==> src/rtl/gp9001_pkg.sv <==
// gp9001_pkg: shared types and constants for the GP9001 host-side block.
//   op_e     : decoded host operation (output of the strobe priority encoder)
//   state_e  : host-handshake FSM states
//   REG_*    : register-file indices used by the renderer
//   is_read_op() : true for the two VRAM read operations
package gp9001_pkg;

  typedef enum logic [2:0] {
    OP_NONE = 3'd0,
    OP_SEL  = 3'd1,
    OP_WREG = 3'd2,
    OP_PTR  = 3'd3,
    OP_WRAM = 3'd4,
    OP_RDH  = 3'd5,
    OP_RDL  = 3'd6
  } op_e;

  typedef enum logic [1:0] {
    IDLE    = 2'd0,
    RAMWAIT = 2'd1,
    ACKED   = 2'd2
  } state_e;

  // Register-file map (scroll registers per layer, sprite scroll, control)
  localparam int REG_L0_SCROLL_X  = 0;
  localparam int REG_L0_SCROLL_Y  = 1;
  localparam int REG_L1_SCROLL_X  = 2;
  localparam int REG_L1_SCROLL_Y  = 3;
  localparam int REG_L2_SCROLL_X  = 4;
  localparam int REG_L2_SCROLL_Y  = 5;
  localparam int REG_SPR_SCROLL_X = 6;
  localparam int REG_SPR_SCROLL_Y = 7;
  localparam int REG_CTRL         = 8;

  function automatic logic is_read_op(input op_e op);
    return (op == OP_RDH) || (op == OP_RDL);
  endfunction

endpackage

==> src/rtl/gp9001_op_prio.sv <==
// gp9001_op_prio: combinational priority encoder from the six level-held
// host strobes to a single operation.
//   i_sel/i_wreg/i_ptr/i_wram/i_rdh/i_rdl : op strobes (highest priority first)
//   o_op  : winning operation, OP_NONE when no strobe is high
//   o_any : OR of all six strobes
import gp9001_pkg::*;

module gp9001_op_prio (
  input  logic i_sel,
  input  logic i_wreg,
  input  logic i_ptr,
  input  logic i_wram,
  input  logic i_rdh,
  input  logic i_rdl,
  output op_e  o_op,
  output logic o_any
);

  // any-op indicator used for the four-phase handshake
  always_comb begin
    o_any = i_sel | i_wreg | i_ptr | i_wram | i_rdh | i_rdl;
  end

  // fixed-priority select: SELECT_REG wins over everything else
  always_comb begin
    o_op = OP_NONE;
    if (i_sel) begin
      o_op = OP_SEL;
    end else if (i_wreg) begin
      o_op = OP_WREG;
    end else if (i_ptr) begin
      o_op = OP_PTR;
    end else if (i_wram) begin
      o_op = OP_WRAM;
    end else if (i_rdh) begin
      o_op = OP_RDH;
    end else if (i_rdl) begin
      o_op = OP_RDL;
    end else begin
      o_op = OP_NONE;
    end
  end

endmodule

==> src/rtl/gp9001_host_if.sv <==
// gp9001_host_if: GP9001 side of the 68k->GCU operation handshake.
// Executes one host op per four-phase handshake, owns the register-select
// latch, the 2^RW x 16 register file and the auto-incrementing VRAM pointer.
// Ports:
//   CLK96, RESET96 (async, active-high)
//   OP_* strobes, DIN, BE_N        : host operation request
//   ACK, DOUT                       : completion / read data
//   VRAM_ADDR/WDATA/WE/REQ, VRAM_OK/RDATA : VRAM host port
//   REG_RADDR -> REG_RDATA          : renderer register read (combinational)
//   RAM_PTR                         : current VRAM pointer
import gp9001_pkg::*;

module gp9001_host_if #(
  parameter int AW = 14,
  parameter int RW = 4
) (
  input  logic          CLK96,
  input  logic          RESET96,
  input  logic          OP_SELECT_REG,
  input  logic          OP_WRITE_REG,
  input  logic          OP_SET_RAM_PTR,
  input  logic          OP_WRITE_RAM,
  input  logic          OP_READ_RAM_H,
  input  logic          OP_READ_RAM_L,
  input  logic [15:0]   DIN,
  input  logic [1:0]    BE_N,
  output logic          ACK,
  output logic [15:0]   DOUT,
  output logic [AW-1:0] VRAM_ADDR,
  output logic [15:0]   VRAM_WDATA,
  output logic [1:0]    VRAM_WE,
  output logic          VRAM_REQ,
  input  logic          VRAM_OK,
  input  logic [15:0]   VRAM_RDATA,
  input  logic [RW-1:0] REG_RADDR,
  output logic [15:0]   REG_RDATA,
  output logic [AW-1:0] RAM_PTR
);

  localparam int NREG = 2 ** RW;

  op_e           w_op;
  logic          w_any_op;

  state_e        r_state;
  state_e        w_state_nxt;
  logic [RW-1:0] r_sel;
  logic [RW-1:0] w_sel_nxt;
  logic [15:0]   r_regs [NREG];
  logic          w_reg_we;
  logic [AW-1:0] r_ptr;
  logic [AW-1:0] w_ptr_nxt;
  logic          r_rd;
  logic          w_rd_nxt;
  logic          r_ack;
  logic          w_ack_nxt;
  logic [15:0]   r_dout;
  logic [15:0]   w_dout_nxt;
  logic [AW-1:0] r_vaddr;
  logic [AW-1:0] w_vaddr_nxt;
  logic [15:0]   r_vwdata;
  logic [15:0]   w_vwdata_nxt;
  logic [1:0]    r_vwe;
  logic [1:0]    w_vwe_nxt;
  logic          r_vreq;
  logic          w_vreq_nxt;

  gp9001_op_prio u_prio (
    .i_sel  (OP_SELECT_REG),
    .i_wreg (OP_WRITE_REG),
    .i_ptr  (OP_SET_RAM_PTR),
    .i_wram (OP_WRITE_RAM),
    .i_rdh  (OP_READ_RAM_H),
    .i_rdl  (OP_READ_RAM_L),
    .o_op   (w_op),
    .o_any  (w_any_op)
  );

  // FSM state register
  always_ff @(posedge CLK96 or posedge RESET96) begin
    if (RESET96) begin
      r_state <= IDLE;
    end else begin
      r_state <= w_state_nxt;
    end
  end

  // next-state and next-value logic for every registered output
  always_comb begin
    w_state_nxt  = r_state;
    w_sel_nxt    = r_sel;
    w_reg_we     = 1'b0;
    w_ptr_nxt    = r_ptr;
    w_rd_nxt     = r_rd;
    w_ack_nxt    = r_ack;
    w_dout_nxt   = r_dout;
    w_vaddr_nxt  = r_vaddr;
    w_vwdata_nxt = r_vwdata;
    w_vwe_nxt    = r_vwe;
    w_vreq_nxt   = r_vreq;

    case (r_state)
      IDLE: begin
        w_ack_nxt = 1'b0;
        // lower-priority strobes raised alongside are simply ignored
        case (w_op)
          OP_SEL: begin
            w_sel_nxt   = DIN[RW-1:0];
            w_ack_nxt   = 1'b1;
            w_state_nxt = ACKED;
          end
          OP_WREG: begin
            w_reg_we    = 1'b1;
            w_ack_nxt   = 1'b1;
            w_state_nxt = ACKED;
          end
          OP_PTR: begin
            w_ptr_nxt   = DIN[AW-1:0];
            w_ack_nxt   = 1'b1;
            w_state_nxt = ACKED;
          end
          OP_WRAM: begin
            w_vaddr_nxt  = r_ptr;
            w_vwdata_nxt = DIN;
            w_vwe_nxt    = ~BE_N;
            w_vreq_nxt   = 1'b1;
            w_rd_nxt     = 1'b0;
            w_state_nxt  = RAMWAIT;
          end
          OP_RDH, OP_RDL: begin
            w_vaddr_nxt = r_ptr;
            w_vwe_nxt   = 2'b00;
            w_vreq_nxt  = 1'b1;
            w_rd_nxt    = is_read_op(w_op);
            w_state_nxt = RAMWAIT;
          end
          default: begin
            w_state_nxt = IDLE;
          end
        endcase
      end

      RAMWAIT: begin
        if (VRAM_OK) begin
          w_vreq_nxt = 1'b0;
          w_vwe_nxt  = 2'b00;
          w_ptr_nxt  = r_ptr + {{(AW-1){1'b0}}, 1'b1};
          if (r_rd) begin
            w_dout_nxt = VRAM_RDATA;
          end else begin
            w_dout_nxt = r_dout;
          end
          // strobe already dropped: access finishes silently, no ACK
          if (w_any_op) begin
            w_ack_nxt   = 1'b1;
            w_state_nxt = ACKED;
          end else begin
            w_ack_nxt   = 1'b0;
            w_state_nxt = IDLE;
          end
        end else begin
          w_state_nxt = RAMWAIT;
        end
      end

      ACKED: begin
        if (!w_any_op) begin
          w_ack_nxt   = 1'b0;
          w_state_nxt = IDLE;
        end else begin
          w_ack_nxt   = 1'b1;
          w_state_nxt = ACKED;
        end
      end

      default: begin
        w_ack_nxt   = 1'b0;
        w_vreq_nxt  = 1'b0;
        w_vwe_nxt   = 2'b00;
        w_state_nxt = IDLE;
      end
    endcase
  end

  // datapath and handshake output registers
  always_ff @(posedge CLK96 or posedge RESET96) begin
    if (RESET96) begin
      r_sel    <= {RW{1'b0}};
      r_ptr    <= {AW{1'b0}};
      r_rd     <= 1'b0;
      r_ack    <= 1'b0;
      r_dout   <= 16'h0000;
      r_vaddr  <= {AW{1'b0}};
      r_vwdata <= 16'h0000;
      r_vwe    <= 2'b00;
      r_vreq   <= 1'b0;
    end else begin
      r_sel    <= w_sel_nxt;
      r_ptr    <= w_ptr_nxt;
      r_rd     <= w_rd_nxt;
      r_ack    <= w_ack_nxt;
      r_dout   <= w_dout_nxt;
      r_vaddr  <= w_vaddr_nxt;
      r_vwdata <= w_vwdata_nxt;
      r_vwe    <= w_vwe_nxt;
      r_vreq   <= w_vreq_nxt;
    end
  end

  // scroll/control register file, written through the select latch
  always_ff @(posedge CLK96 or posedge RESET96) begin
    if (RESET96) begin
      for (int i = 0; i < NREG; i++) begin
        r_regs[i] <= 16'h0000;
      end
    end else if (w_reg_we) begin
      r_regs[r_sel] <= DIN;
    end else begin
      r_regs[r_sel] <= r_regs[r_sel];
    end
  end

  assign ACK        = r_ack;
  assign DOUT       = r_dout;
  assign VRAM_ADDR  = r_vaddr;
  assign VRAM_WDATA = r_vwdata;
  assign VRAM_WE    = r_vwe;
  assign VRAM_REQ   = r_vreq;
  assign RAM_PTR    = r_ptr;
  assign REG_RDATA  = r_regs[REG_RADDR];

endmodule

==> config.mk <==
export PLATFORM = sky130hd
export DESIGN_NAME = gp9001_host_if
export DESIGN_NICKNAME = d
export VERILOG_FILES = /design/src/rtl/gp9001_pkg.sv /design/src/rtl/gp9001_op_prio.sv /design/src/rtl/gp9001_host_if.sv
export SDC_FILE = /design/constraint.sdc
export NUM_CORES = 1
export LEC_CHECK = 0
export CORE_MARGIN = 1.5
export CORE_UTILIZATION = 30
export DETAILED_ROUTE_END_ITERATION = 10
export GPL_TIMING_DRIVEN = 0
export PLACE_DENSITY = 0.53
export SYNTH_ARGS = -nofsm -noshare
export SYNTH_HDL_FRONTEND = slang
export SYNTH_SLANG_ARGS = --single-unit
==> constraint.sdc <==
create_clock -name CLK96 -period 22 [get_ports CLK96]
set_input_delay 3.3 -clock CLK96 [delete_from_list [all_inputs] [get_ports CLK96]]
set_output_delay 3.3 -clock CLK96 [all_outputs]
set_load 0.03 [all_outputs]
# == After elaboration in Yosys (flattened, before gate mapping) ==
# Cells that the tools add are included.
# word_totals
output_inout_bits,80
word_cells,104
reg_bits,327
input_bits,47
# op_classes
bitwise_logic,9
mux,37
n_addsub,1
n_eq_ne,12
n_reduce_logical,16
magnitude_cmp,3
# ops
operator,n
256-bit bitwise mux,2
256-bit 2-to-1 mux,1
16-bit binary-select mux with 4-bit select,2
16-bit 2-to-1 mux,5
16-bit demux with 4-bit select,1
14-bit 2-to-1 mux,2
14-bit case mux with 2 select lines,1
3-bit 2-to-1 mux,6
14-bit by 1-bit adder with 14-bit output (second input constant),1
2-bit case mux with 3 select lines,2
3-bit AND reduction,4
5-bit greater-or-equal comparator (second input constant),2
4-bit NOT with 5-bit output,2
3-bit == test (second input constant),3
2-bit case mux with 2 select lines,2
2-bit AND reduction,4
1-bit 2-to-1 mux,7
3-bit by 2-bit == test with 1-bit output (second input constant),2
2-bit 2-to-1 mux,3
1-bit case mux with 3 select lines,2
3-bit OR reduction,2
5-bit by 1-bit < comparator with 1-bit output (second input constant),1
1-bit bitwise OR,5
2-bit != test (second input constant),2
13 further kinds,14

# == Logic depth before layout (Yosys ltp) ==
# Gate-level depths: netlist of run 1.
# depth
word_depth,10
depth_mapped,12
ltp_nobuf,7

# == By module ==
# Synthesis of run 1 repeated with hierarchy kept, for this count alone.
# hier_totals
hier_cells,1557
area_unflattened_um2,17236.5
# modules_own_cells
mod,n_inst,seq_area_each_um2,area_per_inst_um2,cells_per_inst
gp9001_host_if,1,8182.8,17181.5,1547
gp9001_op_prio,1,0.0,55.1,10

# == Worst setup path before layout of run 1 ==
# No wires, ideal clock.
# synth_path
path_kind,input to output
start,input REG_RADDR[0]
end,output REG_RDATA[10]
path_buffers,2
arrival_time_ps,5070
slack_ps,13630
path_stages,4
t_required_ps,18700
path_cell_list,buf_2 buf_1 mux4_2 mux4_2
# synth_via
elab_chain_cells,4
# synth_rtl
item,line_no,text
from (decl),gp9001_host_if.sv:35,"input logic [RW-1:0] REG_RADDR,"
4-bit NOT with 5-bit output (not written as such),gp9001_host_if.sv:230,assign REG_RDATA = r_regs[REG_RADDR];
16-bit binary-select mux with 4-bit select,gp9001_host_if.sv:230,
16-bit 2-to-1 mux (not written as such) (2 in a row),gp9001_host_if.sv:230,
to (decl),gp9001_host_if.sv:36,"output logic [15:0] REG_RDATA,"
# Every way passes these cells. The select of a mux whose other input is x is not followed.

# == Worst setup path in the final report of run 1 ==
# layout_path
start,input REG_RADDR[1]
end,output REG_RDATA[10]
# The elaborated chain is that of the path after synthesis.

==> results of run 1 <==
==> critical path, stage by stage <==
cell and delay, ns:
buf_2 0.32, buf_1 0.62, buf_2 0.42, mux4_2 0.34, mux4_2 0.53, clkdlybuf4s50_1 0.69
==> registers in the layout, indices dropped and copies added (netlist names) <==
register,cells
r_regs,256
ACK,1
r_rd,1
VRAM_WDATA,16
r_state,2
r_sel,4
RAM_PTR,14
VRAM_WE,2
DOUT,16
VRAM_REQ,1
VRAM_ADDR,14
==> logic make-up after synthesis <==
family / count (synthesis) / share of synthesized area, %
buffers and inverters: 138 / 4.49
AOI/OAI and AO/OA: 407 / 16.4
muxes: 245 / 20.9
adders and majority gates: 5 / 0.372
and+or+nand+nor: 365 / 9.23
DFF: 327 / 48.6
==> cells in the final DEF, fill, tap and decap left out, types with 10 or more instances in the layout <==
cell | Yosys | layout
clkbuf_16 | 0 | 39
clkdlybuf4s50_1 | 0 | 122
a211oi_1 | 20 | 20
a221oi_4 | 15 | 15
nor2b_1 | 18 | 18
and3_1 | 19 | 19
mux2i_1 | 116 | 116
clkbuf_1 | 56 | 63
nand2_1 | 22 | 22
dfrtp_1 | 327 | 327
o21ai_0 | 14 | 14
a211oi_2 | 11 | 11
mux2_2 | 49 | 49
mux4_2 | 80 | 80
nor2_1 | 274 | 274
buf_6 | 14 | 14
a22oi_1 | 47 | 47
buf_2 | 33 | 33
a21oi_2 | 20 | 20
buf_4 | 15 | 15
a21oi_1 | 257 | 257
clkbuf_8 | 0 | 10
==> metrics by stage <==
| step | instance area, sq um | util (%) | power [mW] | hold slack (ns) | cells |
|---|---|---|---|---|---|
| 2_1_floorplan | 16800 | - | 2.11 | 0.491 | 1487 |
| 3_3_place_gp | 19000 | 34.3 | 2.68 | 0.464 | 2357 |
| 3_5_place_dp | 19100 | 34.5 | 2.71 | 0.473 | 2359 |
| 4_1_cts | 20300 | 36.7 | 3.37 | 0.487 | 2423 |
| 5_1_grt | 20300 | 36.7 | 3.54 | 0.505 | 2423 |
| 6_report | 20300 | 36.7 | 3.37 | 0.482 | 2423 |
==> cell usage after synthesis (3+ instances only) <==
| cell type | count |
|---|---|
| a211oi_1 | 20 |
| a211oi_2 | 11 |
| a21oi_1 | 257 |
| a21oi_2 | 20 |
| a221oi_4 | 15 |
| a22oi_1 | 47 |
| and3_1 | 19 |
| buf_1 | 9 |
| buf_2 | 33 |
| buf_4 | 15 |
| buf_6 | 14 |
| clkbuf_1 | 56 |
| dfrtp_1 | 327 |
| ha_1 | 5 |
| inv_1 | 7 |
| mux2_2 | 49 |
| mux2i_1 | 116 |
| mux4_2 | 80 |
| nand2_1 | 22 |
| nand2b_1 | 4 |
| nand3_1 | 6 |
| nand4_1 | 3 |
| nor2_1 | 274 |
| nor2b_1 | 18 |
| nor3_1 | 8 |
| o21ai_0 | 14 |
| o22ai_1 | 9 |
==> worst max path at each step <==
stage / startpoint / endpoint / slack [ns] / depth (start not counted)
floorplan: RESET96 / ACK$_DFFE_PP0P_ / 9.65 / 1
global placement: RESET96 / r_regs[145]$_DFFE_PP0P_ / 5.19 / 2
detailed placement: REG_RADDR[1] / REG_RDATA[10] / 12.43 / 6
CTS: REG_RADDR[1] / REG_RDATA[10] / 12.43 / 6
global route: REG_RADDR[1] / REG_RDATA[10] / 12.32 / 6
finish: REG_RADDR[1] / REG_RDATA[10] / 12.44 / 6
==> area by class of cell <==
class / instances / area share (%)
repair buffers: 124 / 6.28
flip-flops and latches: 327 / 40.3
clock buffers: 56 / 5.61
plain buffers: 131 / 3.59
inverters: 7 / 0.166
well taps: 748 / 4.61
clock inverters: 8 / 0.597
multi-input cells: 1022 / 38.9
==> where the power goes <==
part / internal, mW / total (mW) / leakage (nW) / switching, mW
clock network: 0.392 / 0.651 / 0.620 / 0.259
logic: 0.654 / 1.69 / 3.70 / 1.04
registers: 0.838 / 1.02 / 3.48 / 0.186
total: 1.88 / 3.37 / 7.80 / 1.49
==> metal layers <==
layer	share of wire, %	track usage (%)	wire length [um]
met3	8.4	4.11	5050
met5	0	0	0
met4	3.8	7.72	2270
met2	45	33.1	27200
met1	42	28.1	25400
==> impl_metrics.json, run 1 <==
{
  "first_pass_iters": 6,
  "r2r_cells": 8,
  "area_growth_pct": 20.7,
  "worst-endpoint-required_ns": 18.70,
  "avgSynthCellArea_sq_um": 11.3,
  "r2r-end": "r_regs[59]$_DFFE_PP0P_",
  "startpoint_type": "input port",
  "n_antenna_cell": 0,
  "cts_tree": "built",
  "grt_pass1_wl_um": 88100,
  "synth.largest_area_cell": "dfrtp_1",
  "dp_worst_setup_slack_ns": 12.43,
  "dominantRegCellSynth": "dfrtp_1",
  "synth.distinct_cells": 50,
  "fin_crit_sh_pct": 43.4,
  "grt_pass1_vias": 13100,
  "synth_top_area_share_pct": 48.6,
  "tightest_slew_ns": 1.22,
  "rr_startpoint": "r_sel[0]$_DFFE_PP0P_",
  "cts.sinks": 327,
  "start_util_pct": 30.4,
  "p_leak_nw": 7.80,
  "die_w_um": 240,
  "synth_area_sq_mm": 0.0168,
  "gp_congestion": 0.955,
  "cts_resized": 0,
  "final.setup.tns_ns": 0,
  "multi_input_area_sq_mm": 0.00790,
  "via_per_inst": 5.46,
  "fmax_mhz": 105,
  "async_flop_share_pct": 100,
  "period_minus_slack_ns": 9.56,
  "path_class": "in -> out",
  "clk_pin_slew_worst_paths_ns": 0.06,
  "io_pins": 127,
  "antenna_found_initial": 3,
  "hold_violations": 0,
  "yosysWarningCount": 0,
  "core_sq_mm": 0.0553,
  "skew_ns": 0.0216,
  "cts_hold_buf": 0,
  "synthCells": 1487,
  "power.density_mw_per_mm2": 166,
  "grt_overflow": 0,
  "slew_viol_final": 0,
  "ant_nets": 0,
  "layout.area.seq_sq_mm": 0.00818,
  "grt_max_degree": 127,
  "setup_viol": 0,
  "cts_setup_buffers": 0,
  "hold_depth": 2,
  "drive_gt1_share_pct": 18.6,
  "status": "finished clean",
  "root_buffer": "clkbuf_16",
  "setup_slack_ns": 12.44,
  "netlist_top_cells_area": "dfrtp_1 (49%), mux4_2 (11%), a21oi_1 (7.6%)",
  "arrival_ns": 6.26,
  "fillers": 5541,
  "cts_buffers": 38,
  "seq_area_frac_synth_pct": 48.6,
  "grt_usage_pct": 20.8,
  "die_height_um": 240,
  "wirelength_um": 59900,
  "peakVddDrop_uv": 93.0,
  "min_path_type": "reg -> reg",
  "dpl.hpwl_um": 44000,
  "end_kind": "primary output",
  "synth_edf_count": 0,
  "post-route-drc-count": 0,
  "clk_latency_ns": 0.55,
  "hp-start": "VRAM_WE[0]$_DFFE_PP0P_",
  "wire_per_inst_um": 24.7,
  "r2r_slack_ns": 19.16,
  "ys_seq_elements": 327,
  "nets": 1703,
  "num_vias": 13200,
  "slew_headroom_pct": 18.9,
  "rows": 86,
  "die-area_sq_mm": 0.0576,
  "timing.max_cap.violations": 0,
  "cts_buffer_depth": 3,
  "hold_end": "VRAM_WE[0]$_DFFE_PP0P_",
  "synth_nets": 1539,
  "io_buffers": 122,
  "drt_iter0_drc": 1300,
  "crit_fanout": 10,
  "rsz0062_at_grt": "false",
  "ctsHtreeMaxLevel": 2
}
(Power assumes the default switching activity.)
==> run 2: changes to the inputs <==
--- a/config.mk
+++ b/config.mk
@@ -9,7 +9,7 @@
 export CORE_UTILIZATION = 30
 export DETAILED_ROUTE_END_ITERATION = 10
 export GPL_TIMING_DRIVEN = 0
-export PLACE_DENSITY = 0.53
+export PLACE_DENSITY = 0.54
 export SYNTH_ARGS = -nofsm -noshare
 export SYNTH_HDL_FRONTEND = slang
 export SYNTH_SLANG_ARGS = --single-unit
==> constraint.sdc (replaced) <==
create_clock -name CLK96 -period 8.5 [get_ports CLK96]
set_input_delay 1.275 -clock CLK96 [delete_from_list [all_inputs] [get_ports CLK96]]
set_output_delay 1.275 -clock CLK96 [all_outputs]
set_load 0.03 [all_outputs]
==> run 2 against run 1 <==
Power grew to 2.6 times the previous value. Sequential share of layout area is 0.35 points lower. Register-to-register slack got worse by 14 ns. First-iteration DRC count is 4.8% lower. Routed wire length decreased by 0.88%. Via count about the same. Utilization up 0.32 points. Die area did not move. Critical endpoint unchanged. Largest power group unchanged.
==> impl_metrics.json, run 2 (synthesis gave the netlist of run 1 again) <==
{
  "grt_usage_pct": 20.7,
  "io_buffers": 122,
  "cts.sinks": 327,
  "start_util_pct": 30.4,
  "grt_pass1_vias": 13200,
  "root_buffer": "clkbuf_16",
  "rows": 86,
  "ctsHtreeMaxLevel": 2,
  "critPathBufInv": 4,
  "status": "finished clean",
  "arrival_ns": 4.21,
  "comb_power_share_pct": 50.0,
  "fmax_mhz": 182,
  "largest_register_ffs": 256,
  "power_switching_mw": 3.83,
  "io_pins": 127,
  "first_pass_iters": 5,
  "power.density_mw_per_mm2": 427,
  "final.setup.tns_ns": 0,
  "area_growth_pct": 21.7,
  "timing.max_cap.violations": 0,
  "path_class": "in -> out",
  "final_cell_mix": "dfrtp_1 (327), nor2_1 (274), a21oi_1 (257)",
  "max_stage_delay_ns": 0.67,
  "p_leak_nw": 7.89,
  "crit_chain": "buf_2 > buf_1 > buf_2 > mux4_2 > mux4_2 > clkdlybuf4s50_1",
  "die_w_um": 240,
  "ant_nets": 0,
  "grt_overflow": 0,
  "drive_gt1_share_pct": 19.0,
  "switching_share_pct": 43.8,
  "crit_fanout": 10,
  "peakVddDrop_uv": 225,
  "antenna_found_initial": 0,
  "end_kind": "primary output",
  "layout_commonest_cell": "dfrtp_1",
  "startpoint_type": "input port",
  "rsz0062_at_grt": "false",
  "seqPwrFrac_pct": 30.3,
  "skew_ns": 0.0259,
  "wirelength_um": 59400,
  "gp_congestion": 0.909,
  "tightest_slew_ns": 1.05,
  "cts_buffers": 39,
  "clk_pin_slew_worst_paths_ns": 0.05,
  "die-area_sq_mm": 0.0576,
  "period_minus_slack_ns": 5.49,
  "core_sq_mm": 0.0553,
  "top_register": "r_regs",
  "fin_crit_sh_pct": 64.6,
  "hold_violations": 0,
  "worst-endpoint-required_ns": 7.22,
  "cts_setup_buffers": 0,
  "slowest_stage": "clkdlybuf4s50_1",
  "die_height_um": 240,
  "min_path_type": "reg -> reg",
  "grt_pass1_wl_um": 87500,
  "wire_per_inst_um": 24.4,
  "fillers": 5555,
  "dpl.cell_count": 2367,
  "stdcell_count": 2436,
  "cts_resized": 0,
  "grt_max_degree": 42,
  "cts_tree": "built",
  "num_vias": 13200,
  "drt_iter0_drc": 1238,
  "nets": 1712,
  "path_delay_family": "buffers and inverters",
  "clk_latency_ns": 0.56,
  "slew_viol_final": 0,
  "cts_buffer_depth": 3,
  "dpl.hpwl_um": 44500,
  "cts_hold_buf": 0,
  "setup_viol": 0,
  "hold-worst-slack_ns": 0.480,
  "via_per_inst": 5.43,
  "p_int_mw": 4.92,
  "n_antenna_cell": 0,
  "pwr-share-clk_pct": 19.7,
  "post-route-drc-count": 0,
  "slew_headroom_pct": 29.8
}
## run 2: changes by cell type in the layout (fill, tap and decap cells not counted)
| cell | change |
|---|---|
| inv_6 | -1 |
| bufinv_16 | +1 |
| clkbuf_16 | +2 |
| inv_8 | -1 |
| clkbuf_1 | +4 |
| clkinvlp_4 | +1 |
| buf_12 | +10 |
| clkbuf_8 | -5 |
| clkinv_2 | +4 |
| buf_16 | -2 |
## run 2: layout make-up
class,instances,area [sq um],area share (%)
Clock buffer,57,1140,5.54
Multi-Input combinational cell,1022,7900,38.5
Sequential cell,327,8180,39.9
Tap cell,748,936,4.57
Inverter,7,30.0,0.147
Buffer,131,729,3.56
Timing Repair Buffer,132,1420,6.93
Clock inverter,12,163,0.794
## run 2: metrics by stage
stage	setup WS, ns	cell area (sq um)	utilization (%)	power, mW
after global routing	2.93	20500	37.1	9.19
after global placement	0.354	19000	34.3	6.92
after detailed placement	3.04	19200	34.7	7.01
final	3.01	20500	37.1	8.75
after CTS	3.03	20500	37.1	8.75
after floorplan	2.86	16800	-	5.46
## run 2: path summary, 6_finish.rpt
check	from	end	slack (ns)	cells after the start
worst min register to register	ACK$_DFFE_PP0P_	ACK$_DFFE_PP0P_	0.48	1
max in group asynchronous	RESET96	r_regs[113]$_DFFE_PP0P_	6.20	6
worst max-delay path	REG_RADDR[1]	REG_RDATA[10]	3.01	6
min in group asynchronous	RESET96	VRAM_ADDR[1]$_DFFE_PP0P_	1.08	2
worst min-delay path	ACK$_DFFE_PP0P_	ACK$_DFFE_PP0P_	0.48	1
worst max register to register	r_sel[0]$_DFFE_PP0P_	r_regs[77]$_DFFE_PP0P_	5.65	8
## run 2: layer usage
metal / GRT usage (%) / wire length, um / vias to the layer above
met5: 0 / 0 / -
met4: 8.50 / 2340 / 0
met3: 4.65 / 5340 / 119
met2: 32.4 / 27000 / 618
met1: 27.7 / 24700 / 6731
li1: - / - / 5767
## run 2: worst register-to-register path, delay by kind of cell, from the launching register on
family	cells	cell delay, ns
buffers and inverters	3	0.89
AOI/OAI and AO/OA	3	0.75
and+or+nand+nor	2	0.66
DFF	1	0.40
## run 2: power groups by stage
stage / registers, mW / logic, mW / clock network (mW)
finish: 2.65 / 4.37 / 1.72
global route: 2.72 / 4.65 / 1.82
CTS: 2.64 / 4.36 / 1.75
detailed placement: 2.66 / 4.35 / 0
global placement: 2.63 / 4.29 / 0
floorplan: 2.74 / 2.72 / 0
